[src/rtl/store_trace_fifo_if.sv]
// Store-trace bus: processor store capture on one side, FIFO head/status on the other.
// drop_cnt exists only when STORE_TRACE_DROP_CNT_EN is defined.
interface store_trace_fifo_if #(
  parameter int unsigned DEPTH = 16
) ();
  localparam int unsigned CW = $clog2(DEPTH) + 1;

  logic          MemWrite;
  logic [31:0]   Adr;
  logic [31:0]   WriteData;
  logic [31:0]   PC;

  logic          out_valid;
  logic          out_ready;
  logic [31:0]   out_adr;
  logic [31:0]   out_data;
  logic [31:0]   out_pc;

  logic [CW-1:0] count;
  logic          full;
  logic          empty;
  logic          overflow;
`ifdef STORE_TRACE_DROP_CNT_EN
  logic [15:0]   drop_cnt;
`endif

  // Processor and consumer side.
  modport master (
    output MemWrite, Adr, WriteData, PC, out_ready,
    input  out_valid, out_adr, out_data, out_pc, count, full, empty, overflow
`ifdef STORE_TRACE_DROP_CNT_EN
    , input drop_cnt
`endif
  );

  // FIFO side.
  modport slave (
    input  MemWrite, Adr, WriteData, PC, out_ready,
    output out_valid, out_adr, out_data, out_pc, count, full, empty, overflow
`ifdef STORE_TRACE_DROP_CNT_EN
    , output drop_cnt
`endif
  );
endinterface

[src/rtl/store_trace_fifo.sv]
// Captures processor stores whose address lies in [FILTER_LO, FILTER_HI] into a FIFO.
// Define STORE_TRACE_DROP_CNT_EN to add a saturating 16-bit dropped-store counter.
module store_trace_fifo #(
  parameter int unsigned DEPTH     = 16,
  parameter logic [31:0] FILTER_LO = 32'h0000_0000,
  parameter logic [31:0] FILTER_HI = 32'hFFFF_FFFF
) (
  input logic               clk,
  input logic               reset,
  store_trace_fifo_if.slave bus
);
  localparam int unsigned AW = $clog2(DEPTH);
  localparam int unsigned PW = AW + 1;

  typedef struct packed {
    logic [31:0] adr;
    logic [31:0] data;
    logic [31:0] pc;
  } entry_t;

  entry_t        r_mem [DEPTH];
  logic [PW-1:0] r_wr_ptr;
  logic [PW-1:0] r_rd_ptr;
  logic          r_overflow;

  logic [32:0]   w_lo_diff;
  logic [32:0]   w_hi_diff;
  logic          w_in_window;
  logic          w_push_req;
  logic          w_full;
  logic          w_empty;
  logic          w_pop;
  logic          w_push;
  logic          w_drop;
  logic [AW-1:0] w_wr_idx;
  logic [AW-1:0] w_rd_idx;
  entry_t        w_head;

  // Window check via 33-bit differences: a borrow means the address is out of range.
  assign w_lo_diff   = {1'b0, bus.Adr} - {1'b0, FILTER_LO};
  assign w_hi_diff   = {1'b0, FILTER_HI} - {1'b0, bus.Adr};
  assign w_in_window = !w_lo_diff[32] && !w_hi_diff[32];
  assign w_push_req  = bus.MemWrite && w_in_window;

  // Extra pointer MSB distinguishes full from empty across wraps.
  assign w_wr_idx = r_wr_ptr[AW-1:0];
  assign w_rd_idx = r_rd_ptr[AW-1:0];
  assign w_empty  = (r_wr_ptr == r_rd_ptr);
  assign w_full   = (r_wr_ptr[AW] != r_rd_ptr[AW]) && (w_wr_idx == w_rd_idx);

  assign w_pop  = !w_empty && bus.out_ready && !reset;
  assign w_push = w_push_req && (!w_full || bus.out_ready) && !reset;
  assign w_drop = w_push_req && w_full && !bus.out_ready && !reset;

  always_ff @(posedge clk) begin
    if (reset) begin
      r_wr_ptr   <= '0;
      r_rd_ptr   <= '0;
      r_overflow <= 1'b0;
    end else begin
      if (w_push) begin
        r_wr_ptr <= r_wr_ptr + PW'(1);
      end
      if (w_pop) begin
        r_rd_ptr <= r_rd_ptr + PW'(1);
      end
      if (w_drop) begin
        r_overflow <= 1'b1;
      end
    end
  end

  // Storage is intentionally not reset; it is only observed while non-empty.
  always_ff @(posedge clk) begin
    if (w_push) begin
      r_mem[w_wr_idx] <= '{adr: bus.Adr, data: bus.WriteData, pc: bus.PC};
    end
  end

  assign w_head = r_mem[w_rd_idx];

  assign bus.out_valid = !w_empty;
  assign bus.out_adr   = w_head.adr;
  assign bus.out_data  = w_head.data;
  assign bus.out_pc    = w_head.pc;
  assign bus.count     = r_wr_ptr - r_rd_ptr;
  assign bus.full      = w_full;
  assign bus.empty     = w_empty;
  assign bus.overflow  = r_overflow;

`ifdef STORE_TRACE_DROP_CNT_EN
  logic [15:0] r_drop_cnt;

  always_ff @(posedge clk) begin
    if (reset) begin
      r_drop_cnt <= '0;
    end else if (w_drop && (r_drop_cnt != 16'hFFFF)) begin
      r_drop_cnt <= r_drop_cnt + 16'd1;
    end
  end

  assign bus.drop_cnt = r_drop_cnt;
`endif

endmodule

[src/flat_wrapper.sv]
// flat-port wrapper written by rule: the top's interface ports become plain ports
module store_trace_fifo_flat 
#(
  parameter int unsigned DEPTH     = 16,
  parameter logic [31:0] FILTER_LO = 32'h0000_0000,
  parameter logic [31:0] FILTER_HI = 32'hFFFF_FFFF
)
  (clk, reset, bus_MemWrite, bus_Adr, bus_WriteData, bus_PC, bus_out_ready, bus_out_valid, bus_out_adr, bus_out_data, bus_out_pc, bus_count, bus_full, bus_empty, bus_overflow);
  store_trace_fifo_if #(.DEPTH(DEPTH)) bus_i ();
  input logic clk;
  input logic reset;
  input wire logic [$bits(bus_i.MemWrite)-1:0] bus_MemWrite;
  input wire logic [$bits(bus_i.Adr)-1:0] bus_Adr;
  input wire logic [$bits(bus_i.WriteData)-1:0] bus_WriteData;
  input wire logic [$bits(bus_i.PC)-1:0] bus_PC;
  input wire logic [$bits(bus_i.out_ready)-1:0] bus_out_ready;
  output wire logic [$bits(bus_i.out_valid)-1:0] bus_out_valid;
  output wire logic [$bits(bus_i.out_adr)-1:0] bus_out_adr;
  output wire logic [$bits(bus_i.out_data)-1:0] bus_out_data;
  output wire logic [$bits(bus_i.out_pc)-1:0] bus_out_pc;
  output wire logic [$bits(bus_i.count)-1:0] bus_count;
  output wire logic [$bits(bus_i.full)-1:0] bus_full;
  output wire logic [$bits(bus_i.empty)-1:0] bus_empty;
  output wire logic [$bits(bus_i.overflow)-1:0] bus_overflow;
  assign bus_i.MemWrite = bus_MemWrite;
  assign bus_i.Adr = bus_Adr;
  assign bus_i.WriteData = bus_WriteData;
  assign bus_i.PC = bus_PC;
  assign bus_i.out_ready = bus_out_ready;
  assign bus_out_valid = bus_i.out_valid;
  assign bus_out_adr = bus_i.out_adr;
  assign bus_out_data = bus_i.out_data;
  assign bus_out_pc = bus_i.out_pc;
  assign bus_count = bus_i.count;
  assign bus_full = bus_i.full;
  assign bus_empty = bus_i.empty;
  assign bus_overflow = bus_i.overflow;
  store_trace_fifo #(.DEPTH(DEPTH), .FILTER_LO(FILTER_LO), .FILTER_HI(FILTER_HI)) u_core (.clk(clk), .reset(reset), .bus(bus_i));
endmodule
[config.mk]
export PLATFORM = sky130hd
export DESIGN_NAME = store_trace_fifo_flat
export DESIGN_NICKNAME = d
export VERILOG_FILES = /design/src/rtl/store_trace_fifo_if.sv /design/src/rtl/store_trace_fifo.sv /design/src/flat_wrapper.sv
export SDC_FILE = /design/constraint.sdc
export NUM_CORES = 1
export LEC_CHECK = 0
export CAP_MARGIN = 20
export CELL_PAD_IN_SITES_DETAIL_PLACEMENT = 0
export CELL_PAD_IN_SITES_GLOBAL_PLACEMENT = 1
export CORE_MARGIN = 8
export CORE_UTILIZATION = 50
export DETAILED_ROUTE_END_ITERATION = 7
export GPL_TIMING_DRIVEN = 0
export HOLD_SLACK_MARGIN = 0.12
export PLACE_DENSITY = 0.82
export SETUP_SLACK_MARGIN = 0.3
export SLEW_MARGIN = 20
export SYNTH_ARGS = -nofsm -noshare
export SYNTH_HDL_FRONTEND = slang
export SYNTH_SLANG_ARGS = --single-unit
[constraint.sdc]
create_clock -name clk -period 23.8 [get_ports clk]
set_input_delay 4.76 -clock clk [delete_from_list [all_inputs] [get_ports clk]]
set_output_delay 4.76 -clock clk [all_outputs]
set_load 0.1 [all_outputs]
After elaboration in Yosys (flattened, before gate mapping)
Memories as Yosys holds them, arrays and structs flattened. A register that Yosys moved wholly into a read port is not among the register bits.
Cells that the tools add are included.

storage, ports and cells
  logic and storage cells = 30
  bits in writable memories = 1,536
  register bits after elaboration = 11
  memories kept = 1

memory list
  memory        words  width  read ports  clocked after Yosys merged registers in  wr ports  line                    RTL
  u_core.r_mem  16     96     1           1                                        1         store_trace_fifo.sv:21  entry_t r_mem [DEPTH];

cells by class
  reduce and logical (&&, ||, !) cells = 15
  mux-type cells = 4
  add/sub/neg operators = 4
  eq/ne operators = 3

operator list
  kind                    number
  $sub 32x32->33 const A  1
  $add 5x1->5 const B     2
  $logic_and 1x1->1       9
  $mux 4                  2
  $eq 5x5->1              1
  $logic_not 1->1         5
  $sub 5x5->5             1
  $eq 4x4->1              1
  $mux 1                  2
  $logic_or 1x1->1        1
  $ne 1x1->1              1

Logic depth before layout (Yosys ltp)
Gate-level depths: netlist (run 1).

  word-level depth = 8
  gate-level depth with buffers = 7
  depth with buffers taken out = 7

Worst setup path after synthesis (run 1)
OpenSTA, ideal clock, no wires.

  path type = input to register
  start = input bus_MemWrite
  end = memory u_core.r_mem[0][0] (netlist name), enable pin
  stages = 3
  required time = 23.014 ns
  buffers on the path = 0
  path slack = 8.832 ns
  arrival time = 14.181 ns
  library setup time = 0.786 ns
  cells stage by stage = nor2b_1 > nand2_1 > nor4_1

on the way
  word-level cells in the longest chain between the ends = 5

ends and longest elaborated chain
  element                         line                    RTL
  start, declared                 flat_wrapper.sv:12      input wire logic [$bits(bus_i.MemWrite)-1:0] bus_MemWrite;
  $logic_and 1x1->1               store_trace_fifo.sv:43  assign w_push_req = bus.MemWrite && w_in_window;
  $logic_and 1x1->1 (2 in a row)  store_trace_fifo.sv:52  assign w_push = w_push_req && (!w_full || bus.out_ready) && !reset;
  $mux 1                          store_trace_fifo.sv:75  if (w_push) begin
  $mux 1 (not written as such)    store_trace_fifo.sv:76  r_mem[w_wr_idx] <= '{adr: bus.Adr, data: bus.WriteData, pc: bus.PC};
  end, declared                   store_trace_fifo.sv:21

No other way between the ends.

==> flow_metrics.py, run 1 <==
metrics = {
    "power_and_ir_drop": {
        "ir_drop_uv": 102,
        "p_comb_frac": 0.177,
        "switching_share": 0.267,
        "power_density_mw_per_mm2": 92.6,
        "p_seq_frac": 0.473,
        "cell_internal_pwr_mw": 4.70,
        "p_clk_frac": 0.350,
        "p_leak_nw": 21.7,
        "p_sw_mw": 1.71,
        "p_total_mw": 6.41,
    },
    "logic_synthesis": {
        "yosysSeqAreaShare": 0.797,
        "synth-edff-count": 1536,
        "synth_ff_type": "edfxtp_1",
        "synth-xor-area-share": 0.00165,
        "synth_top_family_by_area": "multiplexers",
        "synth_mux_area_frac": 0.149,
        "yosys.area_share.simple": 0.0103,
        "netlist_area_mm2": 0.0582,
        "ys_seq_elements": 1551,
        "ys.warnings.count": 0,
        "synth.avg_cell_area_um2": 23.8,
        "ys_top_cells_by_count": "edfxtp_1, mux4_2, a22oi_1",
        "async_flop_share": 0,
        "ys_types": 34,
        "synthAdderAreaFrac": 0.00228,
        "synthCells": 2450,
        "synth_top_area_share": 0.792,
        "synthTopCellsByArea": "edfxtp_1, mux4_2, a22oi_1",
        "yosysTopAreaCell": "edfxtp_1",
        "synth_compound_area_frac": 0.0263,
        "synth_fp_nets": 2560,
        "post-synth-top-count-cell": "edfxtp_1",
    },
    "clock_tree": {
        "insertion_delay_ns": 0.75,
        "hold_buffers": 0,
        "post_cts_buffers": 0,
        "clk_pin_slew_ns": 0.06,
        "cts_buffers": 148,
        "cts_resized": 0,
        "cts_tree": "yes",
        "htree_levels": 4,
        "cts_sinks": 1551,
        "clock_path_buffers": 3,
        "cts_root_buffer": "clkbuf_16",
    },
    "drt": {
        "wl_mm": 144,
        "vias_per_cell": 6.21,
        "drt_iter0_markers": 3740,
        "post_drt_wl_per_cell_um": 30.8,
        "dr.pass1.iters": 6,
        "drcViolationCount": 0,
        "ant_nets": 0,
        "vias": 28935,
    },
    "sta": {
        "max_slew_margin": 0.317,
        "drv_slew": 0,
        "period_needed_ns": 9.57,
        "worst_slack_ns": 14.23,
        "skew_ns": 0.0242,
        "finalCritPeriodShare": 0.402,
        "hold_violations": 0,
        "max_clock_freq_ghz": 0.104,
        "rsz0062_at_grt": "no",
        "finalSetupViolCount": 0,
        "tightest_slew_ns": 1.02,
    },
    "critical_path": {
        "startpoint_type": "flop",
        "crit_buf_inv": 3,
        "end_kind": "primary output",
        "cp_cell_sequence": "nor2_1, clkbuf_1, clkbuf_1, a22oi_1, nand2_1, clkdlybuf4s50_1",
        "crit_required_ns": 19.04,
        "cp_top_family": "buffers and inverters",
        "path_class": "reg2out",
        "crit_arrival_ns": 4.81,
        "path_max_fanout": 10,
        "worst_path_max_delay_cell": "clkdlybuf4s50_1",
        "crit_top_cell": "clkbuf_1",
        "slowest_delay_ns": 1.18,
    },
    "global_routing": {
        "grt_remaining_overflow": 0,
        "grt_util_all_layers": 0.223,
        "grt_max_degree": 20,
        "grt_pass1_wl_mm": 205,
        "grt_pass1_vias": 30065,
        "antenna_found_initial": 20,
    },
    "final_layout": {
        "area_delta_synth_final_pct": 18.8,
        "fin_cells": 4662,
        "fin_util": 0.597,
        "fillers": 7762,
        "layout-drive-gt1-share": 0.276,
        "seqCellArea_mm2": 0.0464,
        "nets": 3121,
        "multi_input_area_mm2": 0.0111,
    },
    "placed_design": {
        "place_inst": 4385,
        "gp_congestion": 0.747,
        "dp_hpwl_mm": 94.3,
        "io_buffers": 204,
        "pre_cts_ws_ns": 15.05,
    },
    "hold_path": {
        "min_path_type": "reg2reg",
    },
    "die": {
        "start_util": 0.502,
        "die-area_mm2": 0.128,
        "rows": 125,
        "core_area_mm2": 0.116,
        "chipWidth_um": 357,
        "die_h_um": 357,
        "ios": 205,
    },
    "status": {
        "status": "finished, final reports clean",
    },
    "run": {
        "drv_cap": 0,
    },
}
-- placed cells by master (no fill, tap or decap), types with 3 or more instances in the layout --
cell type        instances
clkinvlp_4               3
clkinv_8                 3
clkinv_2                26
nand2_1                101
ha_1                     9
clkbuf_16              152
buf_2                   86
clkbuf_1                76
a21oi_1                  5
buf_6                   33
bufinv_16                8
xor2_1                   6
edfxtp_1              1536
inv_1                    8
a22oi_1                192
nor3_2                   4
buf_16                  30
buf_4                   90
dfxtp_1                 15
diode_2                  8
buf_12                  20
mux4_2                 384
nor2b_1                  3
nor4_2                   4
buf_1                   33
xnor2_1                  5
nor2_4                   8
clkinv_1                39
inv_6                    6
nor2_1                  12
o21ai_0                  3
clkdlybuf4s50_1        204
-- flip-flops by register name (all words and copies together), names as in the netlist, named ones only --
signal	flops
u_core.r_rd_ptr	5
u_core.bus.overflow	1
u_core.r_wr_ptr	5
u_core.r_mem	1536
-- tightest hold or removal path, delay by kind of cell, from the launching register on --
family | cells | cell delay, ns
AO/OA/AOI/OAI | 1 | 0.04
AND/OR/NAND/NOR | 1 | 0.09
flip-flops | 1 | 0.34
-- per-stage QoR --
stage | area [um^2] | TNS, ns | hold slack, ns
4_1_cts | 69100 | 0 | 0.498
3_5_place_dp | 64500 | 0 | 0.474
6_report | 69200 | 0 | 0.507
2_1_floorplan | 58200 | 0 | 0.474
5_1_grt | 69200 | 0 | 0.566
3_3_place_gp | 62200 | -1184.24 | 0.466
-- per-layer routing --
layer	vias to the layer above	track usage	routed length, um
met3	273	0.0609	15400
met4	16	0.0655	3660
met2	1805	0.370	71900
met5	-	0	103
li1	11697	-	-
met1	15144	0.292	52600
-- power by group through the flow --
stage                     clock (mW)  combinational, mW  sequential (mW)
after CTS                       2.27               1.15             3.03
after floorplan                    0              0.826             3.09
final                           2.24               1.13             3.03
after global routing            2.37               1.18             3.03
after detailed placement           0               1.14             3.09
after global placement             0               1.12             3.10
-- layout make-up --
type                       count  area share
sequential                  1551       0.671
clock inverter                88     0.00980
antenna                        8    0.000289
clock buffer                 181      0.0567
multi-input combinational    758       0.161
inverter                       8    0.000434
buffer                       133      0.0107
timing repair buffer         411      0.0624
tap                         1524      0.0276
-- worst paths after layout --
path / from / to / slack (ns) / cells past startpoint
setup / recovery: flop / bus_out_adr[27] / 14.23 / 6
hold / removal: u_core.bus.overflow / u_core.bus.overflow / 0.51 / 2
setup reg to reg: u_core.r_rd_ptr[1] / u_core.r_mem[2][58] / 19.75 / 13
hold reg to reg: u_core.bus.overflow / u_core.bus.overflow / 0.51 / 2
-- cell families after synthesis --
group | Yosys count
buf+inv | 141
compound gates | 207
xor+xnor | 11
simple gates | 144
flops | 1551
mux | 386
fa+ha+maj | 10
(Power assumes the default switching activity.)
==> run 2, diff against run 1 <==
clock period = 9.6 ns   (was 23.8 ns; I/O delays follow)
==> run 2 against run 1 <==
  * Power rose to 2.5 times the previous value
  * Clock power rose to 2.6 times the previous value
  * Design area about the same
  * Via count down 1.1%
  * Die area unchanged
  * Non-clock buffer count down 74
  * Combinational power up 150%
  * Critical path type unchanged
  * Largest cell class unchanged
  * Largest power group unchanged
==> flow_metrics.py, run 2 (synthesis gave the netlist of run 1 again) <==
metrics = {
    "critical_path": {
        "path_class": "reg2out",
        "worstRegToRegCells": 12,
        "slowest_delay_ns": 1.20,
        "startpoint_type": "flop",
        "path_max_fanout": 10,
        "crit_required_ns": 7.68,
        "crit_arrival_ns": 4.84,
        "cp_cell_sequence": "and2_1, clkbuf_1, clkbuf_1, clkbuf_1, a22oi_1, nand2_1, clkdlybuf4s50_1",
        "crit_buf_inv": 4,
        "crit_cells": 7,
        "end_kind": "primary output",
        "cp_top_family": "buffers and inverters",
        "crit_top_cell": "clkbuf_1",
        "worst_path_max_delay_cell": "clkdlybuf4s50_1",
    },
    "final_layout": {
        "largestRegisters": "u_core.r_mem: 1536 flops, u_core.r_rd_ptr: 5 flops, u_core.r_wr_ptr: 5 flops",
        "fin_cells": 4597,
        "area_delta_synth_final_pct": 18.8,
        "most-common-layout-cells": "edfxtp_1, mux4_2, clkdlybuf4s50_1",
        "nets": 3050,
        "fin_area_mm2": 0.0692,
        "final_common_cell": "edfxtp_1",
        "largest_register_ff_count": 1536,
        "fin_util": 0.597,
        "layout-drive-gt1-share": 0.262,
        "top_register": "u_core.r_mem",
    },
    "clock_tree": {
        "clk_pin_slew_ns": 0.06,
        "hold_buffers": 0,
        "clock_path_buffers": 3,
        "cts_resized": 0,
        "htree_levels": 4,
        "cts_sinks": 1551,
        "insertion_delay_ns": 0.77,
        "cts_buffers": 151,
        "cts_root_buffer": "clkbuf_16",
        "post_cts_buffers": 0,
        "cts_tree": "yes",
    },
    "sta": {
        "setup_tns_ns": 0,
        "period_needed_ns": 6.76,
        "skew_ns": 0.0250,
        "max_slew_margin": 0.279,
        "hold_violations": 0,
        "finalCritPeriodShare": 0.704,
        "worst_slack_ns": 2.84,
        "hold_ws_ns": 0.489,
        "rsz0062_at_grt": "no",
        "finalSetupViolCount": 0,
        "tightest_slew_ns": 1.08,
        "drv_slew": 0,
        "max_clock_freq_ghz": 0.148,
    },
    "global_routing": {
        "grt_pass1_vias": 30082,
        "antenna_found_initial": 19,
        "grt_max_degree": 20,
        "grt_pass1_wl_mm": 207,
        "grt_util_all_layers": 0.225,
        "grt_remaining_overflow": 0,
    },
    "die": {
        "chipWidth_um": 357,
        "rows": 125,
        "ios": 205,
        "die-area_mm2": 0.128,
        "die_h_um": 357,
        "core_area_mm2": 0.116,
        "start_util": 0.502,
    },
    "power_and_ir_drop": {
        "p_total_mw": 16.1,
        "p_leak_nw": 21.4,
        "ir_drop_uv": 250,
        "power_density_mw_per_mm2": 232,
    },
    "run": {
        "drv_cap": 0,
    },
    "placed_design": {
        "postPlaceCellArea_mm2": 0.0643,
        "pre_cts_ws_ns": 3.71,
        "io_buffers": 204,
        "dp_hpwl_mm": 91.9,
        "place_inst": 4311,
        "gp_congestion": 0.760,
    },
    "drt": {
        "route.top_layer_used": "met5",
        "post_drt_wl_per_cell_um": 31.3,
        "wl_mm": 144,
        "vias": 28627,
        "wl_met2_mm": 71.9,
        "dr_wl_met3_mm": 13.7,
        "drcViolationCount": 0,
        "ant_nets": 0,
        "dr.pass1.iters": 6,
        "vias_per_cell": 6.23,
        "m1WireLength_mm": 53.6,
        "drt_iter0_markers": 3718,
    },
    "status": {
        "status": "finished, final reports clean",
    },
    "hold_path": {
        "min_path_type": "reg2reg",
        "min_path_cells": 2,
    },
}
==> run 2: layout make-up <==
class | count | area [um^2]
antenna | 12 | 30.0
tap | 1524 | 1910
clock inverter | 89 | 778
sequential | 1551 | 46400
timing repair buffer | 337 | 4050
buffer | 133 | 737
inverter | 8 | 30.0
fill | 7759 | 46700
multi-input combinational | 758 | 11200
clock buffer | 185 | 4030
==> run 2: worst paths after layout <==
| kind | startpoint | endpoint | slack, ns |
|---|---|---|---|
| min | u_core.bus.overflow | u_core.bus.overflow | 0.49 |
| max reg2reg | u_core.r_rd_ptr[1] | u_core.r_mem[1][60] | 5.96 |
| max | flop | bus_out_adr[29] | 2.84 |
| min reg2reg | u_core.bus.overflow | u_core.bus.overflow | 0.49 |
==> run 2: worst min-delay path: cells and delay by family, from the launching register on <==
kind	cells	cell delay, ns
compound gates	1	0.04
flops	1	0.33
simple gates	1	0.08
==> run 2: per-layer routing <==
layer,vias to the layer above,track usage
li1,11556,-
met1,15099,0.288
met2,1676,0.374
met3,288,0.0583
met4,8,0.0766
met5,-,0.00307
==> run 2: where the power goes <==
part	switching [mW]	leakage (nW)	total (mW)	internal (mW)
clock	2.45	2.36	5.76	3.31
combinational	1.78	5.06	2.80	1.02
sequential	0.0157	14.0	7.51	7.50
